## config.mk

```make
export PLATFORM = sky130hd
export DESIGN_NAME = perfect_scan_sequencer
export DESIGN_NICKNAME = d
export VERILOG_FILES = /design/src/rtl/perfect_scan_sequencer.sv
export SDC_FILE = /design/constraint.sdc
export NUM_CORES = 1
export LEC_CHECK = 0
export CORE_MARGIN = 10
export CORE_UTILIZATION = 35
export DETAILED_ROUTE_END_ITERATION = 10
export SLEW_MARGIN = 30
export SYNTH_ARGS = -nofsm -noshare
export SYNTH_HDL_FRONTEND = slang
export SYNTH_SLANG_ARGS = --single-unit
```

## constraint.sdc

```tcl
create_clock -name clk -period 3.98 [get_ports clk]
set_input_delay 0.995 -clock clk [delete_from_list [all_inputs] [get_ports clk]]
set_output_delay 0.995 -clock clk [all_outputs]
set_load 0.02 [all_outputs]
```

## src/rtl/perfect_scan_sequencer.sv

```systemverilog
// rtl/perfect_scan_sequencer.sv - walks [lo, hi] through the perfect-number checker and queues perfect hits
module perfect_scan_sequencer #(
    parameter int WIDTH = 16,
    parameter int DEPTH = 4
) (
    input  logic             clk,
    input  logic             rst,
    input  logic             start,
    input  logic [WIDTH-1:0] lo,
    input  logic [WIDTH-1:0] hi,
    output logic [WIDTH-1:0] num,
    output logic             go,
    input  logic             display,
    input  logic             over,
    output logic             busy,
    output logic             done,
    output logic [7:0]       found_count,
    output logic             overflow,
    output logic             res_valid,
    output logic [WIDTH-1:0] res_data,
    input  logic             res_ready
);

    localparam int AW = $clog2(DEPTH);
    localparam logic [AW:0] FULL_CNT = (AW+1)'(DEPTH);

    typedef enum logic [2:0] {
        S_IDLE,
        S_ISSUE,
        S_WAIT,
        S_RELEASE,
        S_DONE
    } state_t;

    state_t           r_state;
    state_t           w_next_state;
    logic             w_accept;
    logic             w_sample;
    logic             w_full;
    logic             w_pop;
    logic             w_push;

    logic [WIDTH-1:0] r_cur;
    logic [WIDTH-1:0] r_hi;
    logic [WIDTH-1:0] r_num;
    logic             r_go;
    logic             r_busy;
    logic             r_done;
    logic [7:0]       r_found;
    logic             r_overflow;
    logic [WIDTH-1:0] r_mem [DEPTH];
    logic [AW-1:0]    r_wr_ptr;
    logic [AW-1:0]    r_rd_ptr;
    logic [AW:0]      r_count;

    always_ff @(posedge clk) begin
        if (!rst) begin
            r_state <= S_IDLE;
        end else begin
            r_state <= w_next_state;
        end
    end

    always_comb begin
        w_next_state = r_state;
        w_accept     = 1'b0;
        case (r_state)
            S_IDLE, S_DONE: begin
                if (start) begin
                    w_accept     = 1'b1;
                    w_next_state = (lo > hi) ? S_DONE : S_ISSUE;
                end
            end
            S_ISSUE:   w_next_state = S_WAIT;
            S_WAIT:    if (over) w_next_state = S_RELEASE;
            // End test on the unincremented candidate keeps hi = all-ones from wrapping.
            S_RELEASE: if (!over) w_next_state = (r_cur == r_hi) ? S_DONE : S_ISSUE;
            default:   w_next_state = S_IDLE;
        endcase
    end

    assign w_sample = (r_state == S_WAIT) && over && display;
    assign w_full   = (r_count == FULL_CNT);
    assign w_pop    = res_valid && res_ready;
    assign w_push   = w_sample && (!w_full || w_pop);

    always_ff @(posedge clk) begin
        if (!rst) begin
            r_cur      <= '0;
            r_hi       <= '0;
            r_num      <= '0;
            r_go       <= 1'b0;
            r_busy     <= 1'b0;
            r_done     <= 1'b0;
            r_found    <= '0;
            r_overflow <= 1'b0;
            r_wr_ptr   <= '0;
            r_rd_ptr   <= '0;
            r_count    <= '0;
            for (int i = 0; i < DEPTH; i++) r_mem[i] <= '0;
        end else begin
            r_go   <= (w_next_state == S_WAIT);
            r_busy <= (w_next_state == S_ISSUE) || (w_next_state == S_WAIT) ||
                      (w_next_state == S_RELEASE);
            r_done <= (w_next_state == S_DONE);

            if (w_accept) begin
                r_cur      <= lo;
                r_hi       <= hi;
                r_found    <= '0;
                r_overflow <= 1'b0;
            end
            if (r_state == S_ISSUE) r_num <= r_cur;
            if (r_state == S_RELEASE && !over && r_cur != r_hi) r_cur <= r_cur + 1'b1;

            // A dropped hit still counts as found.
            if (w_sample) begin
                if (r_found != 8'hFF) r_found <= r_found + 8'd1;
                if (w_full && !w_pop) r_overflow <= 1'b1;
            end

            if (w_push) begin
                r_mem[r_wr_ptr] <= r_cur;
                r_wr_ptr        <= r_wr_ptr + 1'b1;
            end
            if (w_pop) r_rd_ptr <= r_rd_ptr + 1'b1;
            case ({w_push, w_pop})
                2'b10:   r_count <= r_count + 1'b1;
                2'b01:   r_count <= r_count - 1'b1;
                default: ;
            endcase
        end
    end

    assign num         = r_num;
    assign go          = r_go;
    assign busy        = r_busy;
    assign done        = r_done;
    assign found_count = r_found;
    assign overflow    = r_overflow;
    assign res_valid   = (r_count != '0);
    assign res_data    = r_mem[r_rd_ptr];

endmodule

```

==> impl_metrics.py, run 1 <==
metrics = {
    "clocking": {
        "post-cts-setup-buffer-count": 0,
        "htreeDepth": 4,
        "cts.sinks": 136,
        "cts_root_buf": "clkbuf_16",
        "hold_buffers": 0,
        "numCtsBuffers": 17,
        "ctsResizeCount": 0,
        "cts.clk_slew.worst_paths_ps": 50,
        "cts_tree": "yes",
        "insertion_delay_ps": 420,
        "clockBufferDepth": 2,
    },
    "pwr": {
        "ir_worst_vdd_uv": 328,
        "power_density_nw_per_um2": 466,
        "leakage_nw": 2.93,
    },
    "setup_path": {
        "startpoint_type": "flip-flop",
        "crit_type": "flip-flop to output port",
        "required_ps": 2980,
        "cp-end-kind": "output port",
        "ff2ff_setup_slack_ps": 1460,
        "crit_fanout": 16,
        "reg2regPathDepth": 6,
        "crit_arrival_ps": 2330,
    },
    "sta": {
        "fin_crit_sh_pct": 83.4,
        "finalHoldViolations": 0,
        "worst_clock_skew_ps": 15.0,
        "relSlewSlack_pct": 42.3,
        "final-setup-viol-count": 0,
        "tns_ps": 0,
        "period_needed_ps": 3320,
        "clock.fmax_mhz": 301,
        "rsz0062_at_grt": "false",
        "slew_viol_final": 0,
        "tightest_slew_ps": 865,
    },
    "final_layout": {
        "final_cell_mix": "nand2_1, clkdlybuf4s50_1, dfxtp_1",
        "mostFrequentLayoutCell": "nand2_1",
        "fin_area_um2": 8050,
        "syn2layout_area_growth_pct": 23.3,
        "finish.net_count": 792,
        "stdcell_count": 977,
        "antennaDiodeCount": 0,
        "final_util_pct": 44.4,
        "drive_gt1_share_pct": 8.82,
    },
    "place": {
        "dp.cells": 945,
        "port_buffers": 82,
        "gp_congestion": 0.835,
        "dp_hpwl_um": 12200,
        "dpl_cell_area_um2": 7510,
    },
    "drt": {
        "wire_per_inst_um": 17.8,
        "route.vias.total": 5013,
        "detail_route.iter0.violations": 313,
        "drtAntennaViolNets": 0,
        "wl_um": 17400,
        "vias_per_cell": 5.13,
        "first_pass_iters": 5,
        "drc": 0,
    },
    "die": {
        "rows": 49,
        "fp.dieH_um": 157,
        "dieArea_um2": 24500,
        "die_x_um": 157,
        "ioPinCount": 83,
        "floorplan.initialDensity_pct": 36.0,
        "core-area_um2": 18100,
    },
    "global_route": {
        "grt_pass1_wl_um": 27400,
        "antenna_found_initial": 0,
        "grt_use_total_pct": 14.5,
        "grt_pass1_vias": 5192,
        "grt_max_degree": 59,
        "grt-ovfl-total": 0,
    },
    "logic_synthesis": {
        "synth_fa_ha_area_share_pct": 3.76,
        "synth_edf_count": 64,
        "ys_ff_latch": 136,
        "yosysSeqAreaShare_pct": 51.5,
        "synth_flop_cell": "dfxtp_1",
        "synthSimpleGateAreaFrac_pct": 20.0,
        "yosysUniqueCellTypes": 59,
        "synth-compound-area-share_pct": 9.87,
        "synth_top_family_by_area": "simple AND/OR/NAND/NOR gates",
        "syn-mean-instance-area_um2": 9.76,
        "syn_nets": 726,
        "async_flop_share_pct": 0,
        "synth_area_um2": 6530,
        "yosys.area_share.xor_xnor_pct": 3.76,
        "yosys_warnings": 0,
        "synthMuxAreaShare_pct": 5.69,
        "syn-instance-count": 669,
    },
    "run": {
        "cap_violations": 0,
    },
    "worst_hold_path": {
        "hp-class": "flip-flop to flip-flop",
        "worst_hold_path.num_cells": 2,
    },
    "status": {
        "status": "finished, final reports clean",
    },
}
## logic make-up after synthesis
| group | after synthesis |
|---|---|
| AOI/OAI and AO/OA | 106 |
| DFF | 136 |
| muxes | 17 |
| and+or+nand+nor | 277 |
| adders and majority gates | 19 |
| xor gates and xnor gates | 28 |
| buffers and inverters | 86 |
## cell usage after synthesis (3+ instances only)
cell type | number | area (um2)
ha_1 | 18 | 225
or3_1 | 4 | 25.0
nand2b_1 | 4 | 25.0
a31oi_1 | 5 | 31.3
buf_1 | 3 | 11.3
and3_1 | 3 | 18.8
o211ai_1 | 3 | 22.5
clkbuf_1 | 26 | 97.6
nand4_1 | 9 | 56.3
edfxtp_1 | 64 | 1920
nor2_1 | 60 | 225
nand2_1 | 126 | 473
inv_1 | 39 | 146
a21oi_1 | 50 | 250
dfxtp_1 | 72 | 1440
nand3_1 | 17 | 85.1
nor4b_1 | 3 | 26.3
buf_2 | 15 | 75.1
nand4_2 | 3 | 37.5
o21a_1 | 6 | 45.0
mux4_2 | 16 | 360
and2_1 | 22 | 138
xnor2_1 | 22 | 193
o21ai_0 | 19 | 95.1
nor2b_1 | 4 | 25.0
nor3_1 | 6 | 30.0
o31ai_1 | 3 | 22.5
xor2_1 | 6 | 52.6
## path summary, 6_finish.rpt
check	from	to
setup / recovery	flip-flop	res_data[8]
hold / removal	num[3]$_SDFFE_PN0P_	num[3]$_SDFFE_PN0P_
setup reg to reg	r_cur[6]$_SDFFE_PN0P_	r_cur[8]$_SDFFE_PN0P_
hold reg to reg	num[3]$_SDFFE_PN0P_	num[3]$_SDFFE_PN0P_
## registers in the layout, summed over array words and instances, names as in the netlist, named ones only
| name | flops |
|---|---|
| r_mem | 64 |
| num | 16 |
| found_count | 8 |
| r_cur | 16 |
| r_wr_ptr | 2 |
| overflow | 1 |
| done | 1 |
| go | 1 |
| busy | 1 |
| r_count | 3 |
| r_state | 3 |
| r_hi | 16 |
| r_rd_ptr | 2 |
## worst max-delay path, cell delays in order (launching register included)
cell,delay [ps]
dfxtp_1,870
mux4_2,460
clkdlybuf4s50_1,560
## routing by layer
metal,vias to the layer above,share of wire (%),GRT usage (%)
li1,2436,-,-
met1,2403,44,17.4
met2,155,49,24.0
met3,19,6.3,4.74
met4,0,1.3,4.72
met5,-,0,0
## stage by stage
step,hold WS (ps),worst slack [ps],power (mW)
after floorplan,450,844,2.08
final,452,659,3.75
after global placement,445,884,2.33
after global routing,473,549,3.91
after detailed placement,447,832,2.35
after CTS,455,591,3.79
## final cells by class
| class | instances | area [um2] |
|---|---|---|
| multi-input combinational | 447 | 2810 |
| timing repair buffer | 93 | 903 |
| inverter | 40 | 150 |
| tap | 229 | 287 |
| sequential | 136 | 3360 |
| fill | 1711 | 10100 |
| clock inverter | 8 | 73.8 |
| clock buffer | 24 | 465 |
## where the power goes
group | internal (mW) | switching (mW)
sequential | 1.54 | 0.0811
combinational | 0.323 | 0.368
clock | 0.877 | 0.561
(Power assumes the default switching activity.)
==> inputs of run 2 (changes only) <==
==> constraint.sdc (replaced) <==
create_clock -name clk -period 3 [get_ports clk]
set_input_delay 0.75 -clock clk [delete_from_list [all_inputs] [get_ports clk]]
set_output_delay 0.75 -clock clk [all_outputs]
set_load 0.02 [all_outputs]
==> run 2 against run 1 <==
  * Register-to-register slack worse by 690 ps
  * Total power is 35% higher
  * Worst setup slack worse by 510 ps
  * Critical path type unchanged
==> impl_metrics.py, run 2 (same netlist as run 1, synthesis figures left out) <==
metrics = {
    "status": {
        "status": "finished, final reports clean",
    },
    "setup_path": {
        "crit_chain": "buf_12 > mux4_2 > clkdlybuf4s50_1",
        "startpoint_type": "flip-flop",
        "cp-end-kind": "output port",
        "crit_arrival_ps": 2100,
        "ff2ff_setup_slack_ps": 770,
        "crit_slowest_cell": "mux4_2",
        "cp.buffers_inverters": 2,
        "crit_fanout": 16,
        "required_ps": 2250,
        "crit_path_max_incr_delay_ps": 560,
        "cpLargestDelayFamily": "buffers and inverters",
        "crit_type": "flip-flop to output port",
    },
    "final_layout": {
        "finish.net_count": 803,
        "antennaDiodeCount": 0,
        "final.fill_count": 1709,
        "largest_reg_flops": 64,
        "top_register": "r_mem",
        "syn2layout_area_growth_pct": 25.7,
        "final_cell_mix": "nand2_1, clkdlybuf4s50_1, dfxtp_1",
        "mostFrequentLayoutCell": "nand2_1",
        "stdcell_count": 988,
        "drive_gt1_share_pct": 10.0,
        "final_util_pct": 45.2,
    },
    "clocking": {
        "cts_root_buf": "clkbuf_16",
        "htreeDepth": 4,
        "clockBufferDepth": 2,
        "ctsResizeCount": 0,
        "cts_tree": "yes",
        "numCtsBuffers": 17,
        "post-cts-setup-buffer-count": 0,
        "hold_buffers": 0,
        "cts.clk_slew.worst_paths_ps": 60,
        "insertion_delay_ps": 420,
        "cts.sinks": 136,
    },
    "worst_hold_path": {
        "hp-class": "flip-flop to flip-flop",
    },
    "global_route": {
        "grt_use_total_pct": 14.6,
        "grt_pass1_vias": 5161,
        "grt_max_degree": 40,
        "antenna_found_initial": 0,
        "grt-ovfl-total": 0,
        "grt_pass1_wl_um": 27600,
    },
    "sta": {
        "relSlewSlack_pct": 42.1,
        "finalHoldViolations": 0,
        "rsz0062_at_grt": "false",
        "layout_setup_ws_ps": 152,
        "tns_ps": 0,
        "clock.fmax_mhz": 351,
        "tightest_slew_ps": 868,
        "final-setup-viol-count": 0,
        "fin_crit_sh_pct": 94.9,
        "worst_clock_skew_ps": 7.76,
        "slew_viol_final": 0,
        "period_needed_ps": 2850,
    },
    "drt": {
        "detail_route.iter0.violations": 331,
        "drtAntennaViolNets": 0,
        "route.vias.total": 5034,
        "drc": 0,
        "wire_per_inst_um": 17.6,
        "wl_um": 17400,
        "vias_per_cell": 5.10,
        "first_pass_iters": 4,
    },
    "place": {
        "gp_congestion": 0.827,
        "dp.cells": 956,
        "place_ws_ps": 96.4,
        "dp_hpwl_um": 12300,
        "port_buffers": 82,
    },
    "die": {
        "floorplan.initialDensity_pct": 36.0,
        "rows": 49,
        "fp.dieH_um": 157,
        "dieArea_um2": 24500,
        "core-area_um2": 18100,
        "die_x_um": 157,
        "ioPinCount": 83,
    },
    "pwr": {
        "leakage_nw": 3.01,
        "power_density_nw_per_um2": 618,
        "ir_worst_vdd_uv": 418,
    },
    "run": {
        "cap_violations": 0,
    },
}
## run 2: metal layers
layer / routed length (um) / vias up / track usage, %
li1: - / 2468 / -
met1: 7800 / 2423 / 18.1
met2: 8420 / 121 / 23.8
met3: 934 / 22 / 4.36
met4: 266 / 0 / 4.54
met5: 0 / - / 0
## run 2: per-stage QoR
step / hold WS [ps] / power (mW) / instance area [um2]
global route: 465 / 5.29 / 8210
global placement: 444 / 3.13 / 7660
detailed placement: 450 / 3.14 / 7660
CTS: 457 / 5.12 / 8210
floorplan: 450 / 2.76 / 6530
finish: 455 / 5.07 / 8210
## run 2: area by class of cell
class / count / area (um2) / share of cell area [%]
Clock inverter: 11 / 106 / 1.30
Clock buffer: 21 / 440 / 5.37
Tap cell: 229 / 287 / 3.49
Sequential cell: 136 / 3360 / 41.0
Timing Repair Buffer: 104 / 1050 / 12.8
Inverter: 40 / 150 / 1.83
Multi-Input combinational cell: 447 / 2810 / 34.2
## run 2: final timing paths
path,from,end,cells after the start
worst min register to register,num[15]$_SDFFE_PN0P_,num[15]$_SDFFE_PN0P_,2
worst max-delay path,flip-flop,res_data[15],3
worst min-delay path,num[15]$_SDFFE_PN0P_,num[15]$_SDFFE_PN0P_,2
worst max register to register,r_cur[13]$_SDFFE_PN0P_,r_cur[10]$_SDFFE_PN0P_,8
## run 2: report_power, final
group          internal (mW)  switching, mW  leakage, nW  total (mW)
Clock                   1.21          0.765        0.273        1.97
Combinational          0.454          0.504         1.49       0.957
Sequential              2.05         0.0942         1.25        2.14
## run 2: worst reg2reg max path, stage by stage (launching register included)
cell	delay [ps]
dfxtp_1	580
xnor2_1	200
nand4_2	150
nor4_4	260
buf_4	180
or2_1	230
buf_4	240
o41ai_1	100
o21a_1	190
==> inputs of run 3 (changes only) <==
==> constraint.sdc (replaced) <==
create_clock -name clk -period 3.1 [get_ports clk]
set_input_delay 0.775 -clock clk [delete_from_list [all_inputs] [get_ports clk]]
set_output_delay 0.775 -clock clk [all_outputs]
set_load 0.02 [all_outputs]
==> run 3 against run 2 <==
  * Final area shrank 0.70%
  * Register-to-register slack is essentially flat
  * Combinational power shrank 4.7%
  * Sequential share of layout area grew 0.29 points
  * Routed wire length grew 0.21%
  * Clock-buffer cell count grew 1
  * Worst setup slack lost 47 ps
  * Critical path type unchanged
==> impl_metrics.py, run 3 (same netlist as run 1, synthesis figures left out) <==
metrics = {
    "drt": {
        "wire_per_inst_um": 17.7,
        "vias_per_cell": 5.18,
        "first_pass_iters": 5,
        "drtAntennaViolNets": 0,
        "wl_um": 17500,
        "detail_route.iter0.violations": 385,
        "route.vias.total": 5095,
        "drc": 0,
    },
    "die": {
        "floorplan.initialDensity_pct": 36.0,
        "dieArea_um2": 24500,
        "rows": 49,
        "fp.dieH_um": 157,
        "ioPinCount": 83,
        "die_x_um": 157,
        "core-area_um2": 18100,
    },
    "setup_path": {
        "ff2ff_setup_slack_ps": 760,
        "crit_fanout": 16,
        "startpoint_type": "flip-flop",
        "cp-end-kind": "output port",
        "crit_type": "flip-flop to output port",
        "crit_arrival_ps": 2220,
        "required_ps": 2320,
    },
    "sta": {
        "layout_setup_ws_ps": 104,
        "fin_crit_sh_pct": 96.6,
        "fin_hold_ws_ps": 456,
        "clock.fmax_mhz": 334,
        "rsz0062_at_grt": "false",
        "relSlewSlack_pct": 38.6,
        "worst_clock_skew_ps": 6.68,
        "tightest_slew_ps": 921,
        "tns_ps": 0,
        "final-setup-viol-count": 0,
        "period_needed_ps": 3000,
        "slew_viol_final": 0,
        "finalHoldViolations": 0,
    },
    "status": {
        "status": "finished, final reports clean",
    },
    "final_layout": {
        "top_register": "r_mem",
        "antennaDiodeCount": 0,
        "stdcell_count": 984,
        "syn2layout_area_growth_pct": 24.8,
        "drive_gt1_share_pct": 9.54,
        "mostFrequentLayoutCell": "nand2_1",
        "final_util_pct": 44.9,
        "largest_reg_flops": 64,
        "finish.net_count": 799,
        "fin_area_um2": 8150,
        "final_cell_mix": "nand2_1, clkdlybuf4s50_1, dfxtp_1",
    },
    "pwr": {
        "ir_worst_vdd_uv": 368,
        "power_density_nw_per_um2": 603,
        "finalPower_mw": 4.92,
        "leakage_nw": 2.98,
    },
    "clocking": {
        "cts_root_buf": "clkbuf_16",
        "htreeDepth": 4,
        "insertion_delay_ps": 420,
        "hold_buffers": 0,
        "numCtsBuffers": 17,
        "cts.sinks": 136,
        "clockBufferDepth": 2,
        "cts.clk_slew.worst_paths_ps": 50,
        "cts_tree": "yes",
        "post-cts-setup-buffer-count": 0,
        "ctsResizeCount": 0,
    },
    "place": {
        "dp_hpwl_um": 12300,
        "gp_congestion": 0.845,
        "port_buffers": 82,
        "dpl_cell_area_um2": 7590,
        "place_ws_ps": 128,
        "dp.cells": 952,
    },
    "global_route": {
        "grt_use_total_pct": 14.5,
        "grt_pass1_vias": 5113,
        "grt_max_degree": 40,
        "grt-ovfl-total": 0,
        "grt_pass1_wl_um": 27500,
        "antenna_found_initial": 0,
    },
    "run": {
        "cap_violations": 0,
    },
    "worst_hold_path": {
        "hp-class": "flip-flop to flip-flop",
    },
}
## run 3: changes by cell type in the layout (fill, tap and decap cells not counted)
cell | before | now
clkinvlp_4 | 0 | 2
clkinv_2 | 6 | 4
buf_4 | 17 | 16
clkbuf_8 | 0 | 1
buf_12 | 5 | 2
clkinv_4 | 1 | 0
## run 3: critical path, stage by stage, from the launching register on
cell	delay, ps
dfxtp_1	310
buf_4	320
mux4_2	590
clkdlybuf4s50_1	560
## run 3: report_power, final
group          internal (mW)  total [mW]  switching, mW
clock network           1.19        1.93          0.742
logic                  0.423       0.912          0.489
registers               1.98        2.07         0.0904
## run 3: final cells by class
| class | instances | area [um2] |
|---|---|---|
| Inverter | 40 | 150 |
| Timing Repair Buffer | 100 | 981 |
| Multi-Input combinational cell | 447 | 2810 |
| Clock inverter | 10 | 103 |
| Tap cell | 229 | 287 |
| Sequential cell | 136 | 3360 |
| Clock buffer | 22 | 454 |
| Fill cell | 1714 | 10000 |
## run 3: worst paths after layout
check / from / to / depth (start not counted)
worst max-delay path: flip-flop / res_data[8] / 3
worst min-delay path: num[9]$_SDFFE_PN0P_ / num[9]$_SDFFE_PN0P_ / 2
worst max register to register: r_cur[2]$_SDFFE_PN0P_ / r_cur[0]$_SDFFE_PN0P_ / 7
worst min register to register: num[9]$_SDFFE_PN0P_ / num[9]$_SDFFE_PN0P_ / 2
## run 3: metal layers
layer	GRT usage [%]	vias to the layer above	wire (um)
li1	-	2455	-
met1	17.8	2449	7710
met2	23.2	154	8300
met3	4.19	37	1020
met4	6.38	0	438
met5	0	-	0
